## config.mk

```make
export PLATFORM = sky130hd
export DESIGN_NAME = alu_mc
export DESIGN_NICKNAME = d
export VERILOG_FILES = /design/src/rtl/alu_mc_pkg.sv /design/src/rtl/alu_mc_shift_step.sv /design/src/rtl/alu_mc.sv
export SDC_FILE = /design/constraint.sdc
export NUM_CORES = 1
export LEC_CHECK = 0
export CAP_MARGIN = 20
export CORE_UTILIZATION = 40
export DETAILED_ROUTE_END_ITERATION = 16
export PLACE_DENSITY = 0.59
export SYNTH_ARGS = -nofsm -noshare
export SYNTH_HDL_FRONTEND = slang
export SYNTH_HIERARCHICAL = 1
export SYNTH_SLANG_ARGS = --single-unit
```

## constraint.sdc

```tcl
create_clock -name clk -period 6.88 [get_ports clk]
set_input_delay 1.72 -clock clk [delete_from_list [all_inputs] [get_ports clk]]
set_output_delay 1.72 -clock clk [all_outputs]
set_load 0.05 [all_outputs]
```

## src/rtl/alu_mc_pkg.sv

```systemverilog
// alu_mc_pkg: shared ALU opcode, flag and control-state types for the multicycle ALU.
// Rev 1.0
`default_nettype none

package alu_mc_pkg;

  typedef enum logic [2:0] {
    ALU_ADD = 3'd0,
    ALU_SUB = 3'd1,
    ALU_AND = 3'd2,
    ALU_OR  = 3'd3,
    ALU_XOR = 3'd4,
    ALU_SLL = 3'd5,
    ALU_SRL = 3'd6,
    ALU_SRA = 3'd7
  } alu_opcode_t;

  typedef struct packed {
    logic zero;
    logic negative;
    logic carry;
    logic overflow;
  } alu_flags_t;

  typedef enum logic [1:0] {
    ALU_IDLE  = 2'd0,
    ALU_EXEC  = 2'd1,
    ALU_SHIFT = 2'd2,
    ALU_DONE  = 2'd3
  } alu_state_t;

  function automatic logic is_shift(input alu_opcode_t op);
    return (op == ALU_SLL) || (op == ALU_SRL) || (op == ALU_SRA);
  endfunction

endpackage

`default_nettype wire

```

## src/rtl/alu_mc_shift_step.sv

```systemverilog
// alu_mc_shift_step: combinational one-bit SLL/SRL/SRA step, also returning the bit shifted out.
// Rev 1.0
`default_nettype none

module alu_mc_shift_step
  import alu_mc_pkg::*;
#(
  parameter int WIDTH = 16
) (
  input  logic [WIDTH-1:0] data_i,
  input  alu_opcode_t      op_i,
  output logic [WIDTH-1:0] data_o,
  output logic             out_bit_o
);

  always_comb begin
    data_o    = data_i;
    out_bit_o = 1'b0;
    case (op_i)
      ALU_SLL: begin
        data_o    = {data_i[WIDTH-2:0], 1'b0};
        out_bit_o = data_i[WIDTH-1];
      end
      ALU_SRL: begin
        data_o    = {1'b0, data_i[WIDTH-1:1]};
        out_bit_o = data_i[0];
      end
      ALU_SRA: begin
        data_o    = {data_i[WIDTH-1], data_i[WIDTH-1:1]};
        out_bit_o = data_i[0];
      end
      default: ;
    endcase
  end

endmodule

`default_nettype wire

```

## src/rtl/alu_mc.sv

```systemverilog
// alu_mc: multicycle WIDTH-bit ALU with start/busy/done handshake and a flag register.
// Rev 1.0 -- ALU_BARREL_SHIFT_EN selects a single-cycle barrel shifter instead of the iterative one.
`default_nettype none

module alu_mc
  import alu_mc_pkg::*;
#(
  parameter int WIDTH = 16
) (
  input  logic             clk,
  input  logic             rst_n,
  input  logic             start_i,
  input  alu_opcode_t      op_i,
  input  logic [WIDTH-1:0] a_i,
  input  logic [WIDTH-1:0] b_i,
  input  logic             flag_load_i,
  output logic [WIDTH-1:0] result_o,
  output alu_flags_t       flags_o,
  output logic             busy_o,
  output logic             done_o
);

  localparam int SHW = $clog2(WIDTH);

  alu_state_t       state_q;
  alu_opcode_t      op_q;
  logic [WIDTH-1:0] a_q;
  logic [WIDTH-1:0] b_q;
  logic             flag_load_q;
  logic [WIDTH-1:0] result_q;
  alu_flags_t       flags_q;
  logic             busy_q;
  logic             done_q;

  logic [WIDTH-1:0] exec_res_d;
  alu_flags_t       exec_flags_d;
  logic [WIDTH:0]   sum_d;

`ifdef ALU_BARREL_SHIFT_EN
  // Extra bit beside the data catches the last bit shifted out.
  logic [WIDTH:0]   wide_d;
`else
  logic [SHW-1:0]   cnt_q;
  logic             sout_q;
  logic [WIDTH-1:0] step_data;
  logic             step_bit;

  alu_mc_shift_step #(.WIDTH(WIDTH)) u_shift_step (
    .data_i    (a_q),
    .op_i      (op_q),
    .data_o    (step_data),
    .out_bit_o (step_bit)
  );
`endif

  always_comb begin
    exec_res_d   = a_q;
    exec_flags_d = '0;
    sum_d        = '0;
`ifdef ALU_BARREL_SHIFT_EN
    wide_d       = '0;
`endif
    case (op_q)
      ALU_ADD: begin
        sum_d                 = {1'b0, a_q} + {1'b0, b_q};
        exec_res_d            = sum_d[WIDTH-1:0];
        exec_flags_d.carry    = sum_d[WIDTH];
        exec_flags_d.overflow = (a_q[WIDTH-1] == b_q[WIDTH-1]) && (sum_d[WIDTH-1] != a_q[WIDTH-1]);
      end
      ALU_SUB: begin
        sum_d                 = {1'b0, a_q} + {1'b0, ~b_q} + {{WIDTH{1'b0}}, 1'b1};
        exec_res_d            = sum_d[WIDTH-1:0];
        exec_flags_d.carry    = sum_d[WIDTH];
        exec_flags_d.overflow = (a_q[WIDTH-1] != b_q[WIDTH-1]) && (sum_d[WIDTH-1] != a_q[WIDTH-1]);
      end
      ALU_AND: exec_res_d = a_q & b_q;
      ALU_OR:  exec_res_d = a_q | b_q;
      ALU_XOR: exec_res_d = a_q ^ b_q;
`ifdef ALU_BARREL_SHIFT_EN
      ALU_SLL: begin
        wide_d             = {1'b0, a_q} << b_q[SHW-1:0];
        exec_res_d         = wide_d[WIDTH-1:0];
        exec_flags_d.carry = wide_d[WIDTH];
      end
      ALU_SRL: begin
        wide_d             = {a_q, 1'b0} >> b_q[SHW-1:0];
        exec_res_d         = wide_d[WIDTH:1];
        exec_flags_d.carry = wide_d[0];
      end
      ALU_SRA: begin
        wide_d             = $signed({a_q, 1'b0}) >>> b_q[SHW-1:0];
        exec_res_d         = wide_d[WIDTH:1];
        exec_flags_d.carry = wide_d[0];
      end
`endif
      default: ;
    endcase
    exec_flags_d.zero     = (exec_res_d == '0);
    exec_flags_d.negative = exec_res_d[WIDTH-1];
  end

  always_ff @(posedge clk or negedge rst_n) begin
    if (!rst_n) begin
      state_q     <= ALU_IDLE;
      op_q        <= ALU_ADD;
      a_q         <= '0;
      b_q         <= '0;
      flag_load_q <= 1'b0;
      result_q    <= '0;
      flags_q     <= '0;
      busy_q      <= 1'b0;
      done_q      <= 1'b0;
`ifndef ALU_BARREL_SHIFT_EN
      cnt_q       <= '0;
      sout_q      <= 1'b0;
`endif
    end else begin
      done_q <= 1'b0;
      case (state_q)
        ALU_IDLE: begin
          if (start_i) begin
            op_q        <= op_i;
            a_q         <= a_i;
            b_q         <= b_i;
            flag_load_q <= flag_load_i;
            busy_q      <= 1'b1;
`ifdef ALU_BARREL_SHIFT_EN
            state_q     <= ALU_EXEC;
`else
            cnt_q       <= b_i[SHW-1:0];
            sout_q      <= 1'b0;
            state_q     <= is_shift(op_i) ? ALU_SHIFT : ALU_EXEC;
`endif
          end
        end
        ALU_EXEC: begin
          result_q <= exec_res_d;
          if (flag_load_q) flags_q <= exec_flags_d;
          busy_q   <= 1'b0;
          done_q   <= 1'b1;
          state_q  <= ALU_DONE;
        end
`ifndef ALU_BARREL_SHIFT_EN
        ALU_SHIFT: begin
          // a_q doubles as the shift register; finish one cycle after the count runs out.
          if (cnt_q == '0) begin
            result_q <= a_q;
            if (flag_load_q) begin
              flags_q <= '{zero: (a_q == '0), negative: a_q[WIDTH-1], carry: sout_q, overflow: 1'b0};
            end
            busy_q   <= 1'b0;
            done_q   <= 1'b1;
            state_q  <= ALU_DONE;
          end else begin
            a_q    <= step_data;
            sout_q <= step_bit;
            cnt_q  <= cnt_q - SHW'(1);
          end
        end
`endif
        ALU_DONE: state_q <= ALU_IDLE;
        default:  state_q <= ALU_IDLE;
      endcase
    end
  end

  assign result_o = result_q;
  assign flags_o  = flags_q;
  assign busy_o   = busy_q;
  assign done_o   = done_q;

endmodule

`default_nettype wire
```

; After elaboration in Yosys (flattened, before gate mapping)
; Cells that the tools add are included.
; W data, S select, Z words.
[op_classes]
eq_ne = 25
muxes = 28
n_bitwise = 4
n_reduce_logical = 21
add_sub_neg = 4
[ops]
columns = operator, n
row1 = $pmux W16 S5, 1
row2 = $pmux W16 S2, 2
row3 = $mux W16, 3
row4 = $pmux W16 S3, 1
row5 = $add A16 B16 Y17, 2
row6 = $logic_not A16 Y1, 2
row7 = $eq A3 B3 Y1 const B, 7
row8 = $mux W4, 5
row9 = $add A17 B1 Y17 const B, 1
row10 = $and A16 B16 Y16, 1
row11 = $not A16 Y16, 1
row12 = $or A16 B16 Y16, 1
row13 = $pmux W4 S2, 2
row14 = $xor A16 B16 Y16, 1
row15 = $ne A2 B2 Y1 const B, 6
row16 = $pmux W2 S4, 1
row17 = $reduce_and A4 Y1, 2
row18 = $eq A3 B2 Y1 const B, 2
row19 = $mux W2, 3
row20 = $pmux W1 S2, 3
row21 = $reduce_and A2 Y1, 3
row22 = $reduce_and A3 Y1, 2
row23 = $mux W1, 5
row24 = $reduce_and A5 Y1, 1
row25 = other kinds (18), 24
[totals]
out_inout_bits = 22
elab_cells = 97
inputBits = 39
register_bits = 65

; Depth between registers and ports, before layout
[depth]
ltp_word = 8
ltp_mapped = 13
mapped_depth_nobuf = 13

; Modules after synthesis
; Netlist, hierarchy kept.
[modules_own_cells]
columns = module, area_per_inst_um2, seq_area_each_um2, cells_per_inst, n_inst
row1 = alu_mc, 5853.1, 1626.6, 721, 1
row2 = alu_mc_shift_step, 435.4, 0.0, 46, 1

; Least setup slack after synthesis
; Ideal clock, no wire load.
[synth_timing]
kind = reg-to-reg
startpoint = register a_q[0]
endpoint = register flags_q (netlist bit flags_o[3])
path_stages_with_launch = 14
slack_ps = 3786
synth_period_minus_slack_ps = 3094
arrival_time_ps = 3028
t_required_ps = 6814
n_path_buf = 0
setup_time_ps = 66
cell_sequence = dfrtp_1 -> inv_1 -> ha_1 -> inv_1 -> fa_1 -> and4b_4 -> o31ai_1 -> a31o_1 -> o221ai_2 -> or4_1 -> a211o_1 -> a2111oi_2 -> and4_1 -> a31o_1
[synth_via]
elab_chain_len = 6
elab_cells_between_ends = 13
cone_classes = add/sub (3) / mux (5) / bitwise (3) / reduce/logical (2)
[synth_lines]
columns = item, line_no
row1 = "start, declared", alu_mc.sv:27  ; logic [WIDTH-1:0] a_q;
row2 = "start signal, assigned", alu_mc.sv:123  ; a_q <= a_i;
row3 = "start signal, assigned", alu_mc.sv:155  ; a_q <= step_data;
row4 = $add A16 B16 Y17, alu_mc.sv:71  ; sum_d = {1'b0, a_q} + {1'b0, ~b_q} + {{WIDTH{1'b0}}, 1'b1};
row5 = $add A17 B1 Y17, alu_mc.sv:71
row6 = $pmux W16 S5, alu_mc.sv:63  ; case (op_q)
row7 = $logic_not A16 Y1, alu_mc.sv:98  ; exec_flags_d.zero = (exec_res_d == '0);
row8 = $mux W4, alu_mc.sv:138  ; if (flag_load_q) flags_q <= exec_flags_d;
row9 = $pmux W4 S2 (*), alu_mc.sv:119  ; case (state_q)
row10 = "end signal, assigned", alu_mc.sv:138
row11 = "end signal, assigned", alu_mc.sv:149  ; flags_q <= '{zero: (a_q == '0), negative: a_q[WIDTH-1], carry: sout_q, overflow: 1'b0};
row12 = "end, declared", alu_mc.sv:31  ; alu_flags_t flags_q;
; Every way passes the cells marked *; elsewhere a longest branch is shown, timed or not. The select of a mux whose other input is x is not followed.
; A chain may end at the register's enable or synchronous reset.

; Worst setup path after layout
[layout_timing]
startpoint = register a_q[1]
endpoint = register flags_q (netlist bit flags_o[3])
; The elaborated chain is that of the path after synthesis.

==> metrics.cfg <==
[detailed_routing]
wl_um = 20200
postRouteAntennaNets = 0
post_drt_via_cell_ratio = 6.03
drt_iter0_drc = 633
wl_per_cell_um = 19.9
drc = 0
vias = 6118
dr.pass1.iters = 6

[yosys]
synth_cell_type_count = 79
async_flop_share_pct = 100
synth-edff-count = 0
netlist_area_mm2 = 0.00629
yosysWarnings = 6
synth-main-ff-cell = dfrtp_1
synthCells = 767
ys_ff_latch = 65
syn_nets = 865
yosysSeqAreaShare_pct = 25.9
syn_avg_cell_area_um2 = 8.20

[worst_hold_path]
whs_endpoint = result_o[9]
hp-start = result_o[9]
hold_depth = 2
hold_path.class = reg2reg

[finish]
multi_input_area_mm2 = 0.00417
antenna_cells = 0
layout.nets = 896
most-common-layout-cells = nand2_1, nor2_1, dfrtp_1
instances_no_fill = 1014
layout_commonest_cell = nand2_1
fill_cells = 1501
drive_above_1_share_pct = 9.96
area_growth_pct = 15.2
post-route-util_pct = 47.5
seq_area_mm2 = 0.00163

[sta]
setup_viol_count_final = 0
final-hold-violation-count = 0
rsz0062_at_grt = false
timing.final.crit_share_pct = 55.3
clock.fmax_mhz = 263
skew_ns = 0.00626
fin_setup_tns_ns = 0
holdWs_ns = 0.479
slew_headroom_pct = 40.9
tightest_slew_ns = 0.886
maxSlewViolCount = 0
period_needed_ns = 3.80

[grt]
grt_max_degree = 66
track_usage_pct = 25.7
grt_pass1_wl_um = 32100
grt-ovfl-total = 0
antenna_found_initial = 0
grt_pass1_vias = 5979

[critical_path]
required_ns = 7.16
slowest_stage = dfrtp_1
worst_setup_path_start_kind = flop
worstPathCellList = inv_1 -> ha_1 -> a211oi_2 -> o21ai_1 -> and2_1 -> a221o_1 -> nor3_1 -> nand2_1 -> a2111oi_2 -> and4_1 -> a31o_1
cpPeakStageDelay_ns = 0.63
r2r-start = a_q[1]
reg2reg_depth = 11
crit_type = reg2reg
cp_max_fo = 12
ff2ff_setup_slack_ns = 3.08
cp.arrival_ns = 4.09
setup.worst_path.end_class = flop
rr_endpoint = flags_o[3]

[die]
num_rows = 45
initial_core_util_pct = 41.2
dieArea_mm2 = 0.0162
coreArea_mm2 = 0.0153
io-pin-count = 61
die_h_um = 127
dieWidth_um = 127

[placement]
dpl.hpwl_um = 14600
dp_cells = 997
io_buffers = 60
place.gp.congestion = 0.915

[clocking]
cts_setup_buffers = 0
cts_buffers = 9
clk_latency_ns = 0.35
clkTransAtPathRegs_ns = 0.06
cts_htree_levels = 3
ctsResizeCount = 0
tritoncts = built
cts-root-buf = clkbuf_16
cts_hold_buf = 0
cts.sinks = 65
clk_path_buf_depth = 2

[job]
max_cap_viol_count = 0

[run_status]
status = finished clean

worst max path at each step:
stage / slack [ns] / from / end
finish: 3.08 / a_q[1] / flags_o[3]
global route: 2.86 / a_q[1] / flags_o[3]
CTS: 3.20 / a_q[1] / flags_o[3]
detailed placement: 3.22 / a_q[1] / flags_o[3]
global placement: 3.26 / a_q[1] / flags_o[3]
floorplan: 3.79 / a_q[0] / flags_o[3]
per-layer routing:
| layer | GRT usage [%] | wire, um |
|---|---|---|
| met4 | 13.6 | 917 |
| met1 | 33.0 | 8530 |
| met3 | 4.65 | 1520 |
| met5 | 0 | 0 |
| met2 | 41.1 | 9210 |
registers in the layout (all words and copies together), names as in the netlist:
signal,count
b_q,16
op_q,3
done_o,1
cnt_q,4
a_q,16
busy_o,1
state_q,2
sout_q,1
flags_o,4
flag_load_q,1
result_o,16
worst max-delay path: cells and delay by family, from the launching register on:
family	cells	cell delay (ns)
and+or+nand+nor	4	0.95
buffers and inverters	1	0.09
adders and majority gates	1	0.35
DFF	1	0.63
AOI/OAI and AO/OA	5	1.72
synth_stat cells (11+ instances only):
cell        n  share of area (%)
inv_1      61                3.6
ha_1       57                 11
o221a_2    14                2.5
nor3_1     16                1.3
buf_2      11               0.88
mux2i_1    28                4.5
nand4bb_1  11                2.0
a21oi_1    63                5.0
clkbuf_1   22                1.3
nand2_1    69                4.1
nand3_1    18                1.4
mux2_2     23                4.1
o21ai_0    63                5.0
o211ai_1   17                2.0
dfrtp_1    65                 26
nor2_1     66                3.9
stage by stage:
stage	instance area (um^2)	worst slack, ns
floorplan	6290	3.79
detailed placement	6960	3.22
CTS	7240	3.20
global route	7250	2.86
finish	7250	3.08
global placement	6960	3.26
layout make-up:
type | instances | share of cell area [%]
Clock buffer | 10 | 3.30
Timing Repair Buffer | 70 | 9.25
Clock inverter | 6 | 0.587
Multi-Input combinational cell | 590 | 57.5
Tap cell | 211 | 3.64
Inverter | 62 | 3.21
Sequential cell | 65 | 22.5
kinds of logic after synthesis:
| logic type | count (synthesis) | share of synthesized area [%] |
|---|---|---|
| compound gates | 239 | 25.4 |
| flops | 65 | 25.9 |
| simple gates | 230 | 18.5 |
| xor+xnor | 10 | 1.39 |
| buf+inv | 112 | 7.92 |
| mux | 52 | 8.93 |
| fa+ha+maj | 59 | 12.0 |
Power is not shown: default switching activity piles up to over one toggle a cycle in this logic, so the estimate is an artifact.
